File: src/rtl/instr_fetch_unit.sv
// Instruction fetch unit: single-outstanding fetch FSM feeding a small FIFO toward decode.
// Optional feature: define IFU_MISALIGN_CHECK_EN for per-entry misalign flags and fetch halt on misaligned redirects.
module instr_fetch_unit #(
    parameter int unsigned          ADDR_SIZE = 32,
    parameter int unsigned          BUF_DEPTH = 2,
    parameter logic [ADDR_SIZE-1:0] RESET_PC  = 32'h80000000
) (
    input  logic                 clk,
    input  logic                 reset,
    input  logic                 redirect,
    input  logic [ADDR_SIZE-1:0] redirect_pc,
    output logic                 imem_req,
    output logic [ADDR_SIZE-1:0] imem_addr,
    input  logic                 imem_gnt,
    input  logic                 imem_rvalid,
    input  logic [ADDR_SIZE-1:0] imem_rdata,
    output logic                 id_valid,
    output logic [ADDR_SIZE-1:0] id_pc,
    output logic [ADDR_SIZE-1:0] id_instr,
`ifdef IFU_MISALIGN_CHECK_EN
    output logic                 id_misalign,
`endif
    input  logic                 id_ready
);

    localparam int unsigned          PTR_W   = (BUF_DEPTH > 2) ? 2 : 1;
    localparam logic [PTR_W:0]       DEPTH_C = (PTR_W + 1)'(BUF_DEPTH);
    localparam logic [ADDR_SIZE-1:0] PC_STEP = ADDR_SIZE'(4);

    typedef enum logic [1:0] {IDLE, REQ, WAIT, DROP} state_t;

    state_t               r_state, w_state_nxt;
    logic [ADDR_SIZE-1:0] r_fetch_pc, w_fetch_pc_nxt;
    logic [ADDR_SIZE-1:0] r_pend_pc;
    logic [ADDR_SIZE-1:0] w_redirect_pc;
    logic [PTR_W-1:0]     r_wr_ptr, r_rd_ptr;
    logic [PTR_W:0]       r_count;
    logic [ADDR_SIZE-1:0] r_buf_pc    [BUF_DEPTH];
    logic [ADDR_SIZE-1:0] r_buf_instr [BUF_DEPTH];
    logic                 w_flush, w_push, w_pop, w_grant, w_req, w_valid, w_stall;

`ifdef IFU_MISALIGN_CHECK_EN
    logic r_halt;
    logic r_buf_mis [BUF_DEPTH];

    assign w_redirect_pc = redirect_pc;
    assign w_stall       = r_halt;

    // A misaligned target parks fetch until a later redirect supplies a usable one.
    always_ff @(posedge clk or posedge reset) begin
        if (reset)
            r_halt <= 1'b0;
        else if (redirect)
            r_halt <= (redirect_pc[1:0] != 2'b00);
    end

    always_ff @(posedge clk) begin
        if (w_push)
            r_buf_mis[r_wr_ptr] <= (r_pend_pc[1:0] != 2'b00);
    end

    assign id_misalign = w_valid ? r_buf_mis[r_rd_ptr] : 1'b0;
`else
    assign w_redirect_pc = redirect_pc & ~ADDR_SIZE'(3);
    assign w_stall       = 1'b0;
`endif

    assign w_valid   = (r_count != '0);
    assign w_req     = (r_state == REQ) && (r_count < DEPTH_C) && !w_stall;
    assign w_pop     = w_valid && id_ready && !w_flush;
    assign imem_req  = w_req;
    assign imem_addr = r_fetch_pc;

    always_comb begin
        w_state_nxt    = r_state;
        w_fetch_pc_nxt = r_fetch_pc;
        w_flush        = 1'b0;
        w_push         = 1'b0;
        w_grant        = 1'b0;
        case (r_state)
            IDLE: begin
                w_state_nxt = REQ;
                if (redirect)
                    w_fetch_pc_nxt = w_redirect_pc;
            end
            REQ: begin
                if (redirect) begin
                    w_flush        = 1'b1;
                    w_fetch_pc_nxt = w_redirect_pc;
                end else if (w_req && imem_gnt) begin
                    w_grant        = 1'b1;
                    w_fetch_pc_nxt = r_fetch_pc + PC_STEP;
                    w_state_nxt    = WAIT;
                end
            end
            WAIT: begin
                if (redirect) begin
                    w_flush        = 1'b1;
                    w_fetch_pc_nxt = w_redirect_pc;
                    w_state_nxt    = imem_rvalid ? REQ : DROP;
                end else if (imem_rvalid) begin
                    w_push      = 1'b1;
                    w_state_nxt = REQ;
                end
            end
            DROP: begin
                if (redirect)
                    w_fetch_pc_nxt = w_redirect_pc;
                if (imem_rvalid)
                    w_state_nxt = REQ;
            end
            default: w_state_nxt = IDLE;
        endcase
    end

    always_ff @(posedge clk or posedge reset) begin
        if (reset) begin
            r_state    <= IDLE;
            r_fetch_pc <= RESET_PC;
            r_pend_pc  <= '0;
            r_wr_ptr   <= '0;
            r_rd_ptr   <= '0;
            r_count    <= '0;
        end else begin
            r_state    <= w_state_nxt;
            r_fetch_pc <= w_fetch_pc_nxt;
            if (w_grant)
                r_pend_pc <= r_fetch_pc;
            if (w_flush) begin
                r_wr_ptr <= '0;
                r_rd_ptr <= '0;
                r_count  <= '0;
            end else begin
                if (w_push)
                    r_wr_ptr <= r_wr_ptr + PTR_W'(1);
                if (w_pop)
                    r_rd_ptr <= r_rd_ptr + PTR_W'(1);
                case ({w_push, w_pop})
                    2'b10:   r_count <= r_count + (PTR_W + 1)'(1);
                    2'b01:   r_count <= r_count - (PTR_W + 1)'(1);
                    default: r_count <= r_count;
                endcase
            end
        end
    end

    // Storage needs no reset: the head is masked to zero whenever the buffer is empty.
    always_ff @(posedge clk) begin
        if (w_push) begin
            r_buf_pc[r_wr_ptr]    <= r_pend_pc;
            r_buf_instr[r_wr_ptr] <= imem_rdata;
        end
    end

    assign id_valid = w_valid;
    assign id_pc    = w_valid ? r_buf_pc[r_rd_ptr]    : '0;
    assign id_instr = w_valid ? r_buf_instr[r_rd_ptr] : '0;

endmodule

File: config.mk
export PLATFORM = sky130hd
export DESIGN_NAME = instr_fetch_unit
export DESIGN_NICKNAME = d
export VERILOG_FILES = /design/src/rtl/instr_fetch_unit.sv
export SDC_FILE = /design/constraint.sdc
export NUM_CORES = 1
export LEC_CHECK = 0
export ABC_AREA = 1
export BUFFER_PORTS_ARGS = -buffer_cell sky130_fd_sc_hd__buf_2
export CAP_MARGIN = 40
export CORE_ASPECT_RATIO = 2
export CORE_UTILIZATION = 55
export CTS_BUF_LIST = sky130_fd_sc_hd__clkbuf_8
export DETAILED_ROUTE_END_ITERATION = 12
export PLACE_DENSITY = 0.79
export SLEW_MARGIN = 20
export SYNTH_ARGS = -nofsm -noshare
export SYNTH_HDL_FRONTEND = slang
export SYNTH_SLANG_ARGS = --single-unit
File: constraint.sdc
create_clock -name clk -period 5 [get_ports clk]
set_input_delay 0.75 -clock clk [delete_from_list [all_inputs] [get_ports clk]]
set_output_delay 0.75 -clock clk [all_outputs]
set_load 0.02 [all_outputs]
==> run metrics <==
post-place setup slack 2470 ps; Leakage Power 4.40 nW; HP Class primary input to asynchronous set/reset pin; Die Height 178 um; Crit path buffers/inverters 3; critical path fanouts, max 36; Final Hold Fails 0; Horiz. Die Dim 89.9 um; global placer's final weighted congestion 0.913; clk_skew 15.9 ps; grt total ovfl 0; gr usage total 22.9%; Setup crit end id_pc[25]; Post-synth EDFFs 124; Post-DRT Antenna Nets 0; Post-CTS Setup Inserts 0; Unique masters post-synth 35; Reg2Reg Setup Slack 2710 ps; Slew Limit Fails 0; Final setup violation count 0; CTS sink cnt 190; initial core utilization 56.7%; largest area contributor in the netlist edfxtp_1; Crit-path slowest cell dfrtp_2; Setup TNS 0 ps; die area 16,000 um2; CP arrival 2020 ps; final hold slack 346 ps; vias in the first global route 5,973; TritonRoute pass-1 iters 4; Worst R2R Path Depth 6; Clock transition at path regs 100 ps; post-synth top area share 43.9%; Gate Count Post-Synth 875; layout cells sized above 1 23.5%; worst r2r dst r_buf_instr[0][3]; post-DP HPWL 12.6 mm; worst vdd ir 0.305 mV; Synth Register Bits 190; CTS tree done; slew margin rel. 54.7%; ant diodes 0; pwr/cell area 554 nW/um2; crit share post-route 55.5%; Synth-to-Final Area Change 16.4%; Worst Setup End Kind output pin; fmax 361 MHz; post-DR wirelength/cell 14.4 um; Hold Buf Count CTS 0; Post-synth top flop edfxtp_1; placement row count 63; unrepaired setup endpoints after global routing false; Slew @ Worst Pin 679 ps; Cell Area, Synth 8490 um2; CTS Root Cell clkbuf_8; H-tree depth 4; fin worst setup slack 2230 ps; Detailed Route Iter0 Violations 246; IO Port Bufs 161; Via density 5.14; cell family with most CP delay buffers and inverters; RR Startpoint r_state[0]; final wirelength 17.8 mm; I/O Pins 168; synthesized area per cell 9.70 um2; # nets final 1,105; CTS Buf Count 17; WP depth 5; Core ar. 15,000 um2; WS Path Type flop to output pin; Synth area leaders edfxtp_1, dfrtp_1, nand2_1, a21oi_1, inv_1; CP Launch Type flop; status completed; # DRC 0; minimum clock period 2770 ps; Vias 6,355; first-pass GRT wire length 28.1 mm; Final Power 5.47 mW; post-synthesis sequential area ratio 63.3%; Critical path origin r_rd_ptr; clock latency on the worst-skew pair 450 ps; worst endpoint required time 4250 ps; largest net degree at the start of global routing 63; critical-path cell list inv_2 > buf_12 > nand2_1 > a21oi_1 > buf_2; Synth async-reset ratio 34.7%; Clock Tree Buf Depth 2; yosys warns 0; initial antenna violation count 0; max cap viols 0; Max stage delay on crit path 420 ps; post-CTS resize count 0
==> through the flow <==
stage          cell area [um2]  utilization [%]  cells
2_1_floorplan             8500                -    878
3_3_place_gp              9410             62.8   1200
3_5_place_dp              9490             63.3   1204
4_1_cts                   9860             65.8   1236
5_1_grt                   9880             66.0   1237
6_report                  9880             66.0   1237
==> how the worst min path moves through the flow <==
| stage | start | endpoint | slack (ps) | cells after the start |
|---|---|---|---|---|
| 5_1_grt | reset | r_state[0] | 340 | 3 |
| 6_report | reset | r_count[1] | 350 | 3 |
| 4_1_cts | reset | r_state[1] | 320 | 3 |
| 3_3_place_gp | r_pend_pc[3] | r_buf_pc[1][3] | 450 | 0 |
| 2_1_floorplan | r_pend_pc[10] | r_buf_pc[0][10] | 440 | 0 |
| 3_5_place_dp | r_pend_pc[10] | r_buf_pc[1][10] | 450 | 0 |
==> routing by layer <==
metal  track usage (%)  vias to the layer above  routed length, um
li1                  -                     3195                  -
met1              24.0                     2944               6720
met2              43.5                      180               9760
met3              4.24                       36                625
met4              11.0                        0                663
met5                 0                        -                  0
==> cells in the mapped netlist, types with 4 or more instances <==
master	instances
a21oi_1	75
o21ai_0	40
buf_4	5
ha_1	6
o21ai_1	8
inv_2	4
buf_6	6
edfxtp_1	124
inv_1	65
clkbuf_1	23
nand2_1	308
nand3_1	39
o21ai_2	14
nor2_2	6
buf_2	6
o22ai_1	8
nor2_1	46
dfrtp_1	65
==> cells by family after synthesis <==
family	Yosys count	share of synthesized area (%)
buf+inv	110	5.72
fa+ha+maj	6	0.884
other cells	1	0.0442
compound gates	151	9.79
flops	190	63.3
simple gates	415	20.0
xor+xnor	2	0.206
==> placed cells by master (no fill, tap or decap), types with 2 or more instances in the layout <==
master,synthesis,final
inv_8,0,3
nor2_1,46,43
dfrtp_1,65,64
a22oi_1,2,2
nand4_1,2,2
nor2_2,6,5
clkbuf_8,0,18
inv_6,0,5
inv_1,65,64
nand2_2,3,3
nand2_4,2,2
clkinv_4,0,2
o21ai_1,8,8
o21ai_2,14,14
inv_2,4,5
inv_4,0,2
or2_0,3,3
nor2_4,3,7
clkinvlp_4,0,2
buf_2,6,161
a21oi_1,75,75
conb_1,1,4
o21ai_0,40,40
ha_1,6,6
a31oi_1,2,2
buf_12,0,4
buf_4,5,7
o22ai_1,8,8
edfxtp_1,124,124
nand3_1,39,39
nand2_1,308,308
==> registers in the layout (all words and copies together) (netlist names) <==
| signal | flops |
|---|---|
| imem_addr | 30 |
| r_buf_instr | 64 |
| r_count | 2 |
| r_wr_ptr | 1 |
| r_state | 2 |
| r_pend_pc | 30 |
| r_rd_ptr | 1 |
| r_buf_pc | 60 |
==> power breakdown <==
part           internal, mW  switching, mW  total, mW
Sequential             2.04          0.269       2.31
Clock                 0.377          0.552      0.929
Combinational         0.685           1.55       2.24
Total                  3.10           2.37       5.47
==> cell type report <==
class | instances | area [um2]
Clock buffer | 18 | 248
Clock inverter | 14 | 123
Fill cell | 1263 | 5090
Inverter | 69 | 259
Multi-Input combinational cell | 578 | 2670
Sequential cell | 190 | 5380
Tap cell | 195 | 244
Timing Repair Buffer | 173 | 966
==> worst min-delay path: stages <==
cell	delay [ps]
buf_2	110
inv_2	40
buf_4	320
No activity file was read; power rests on OpenSTA's default activity.
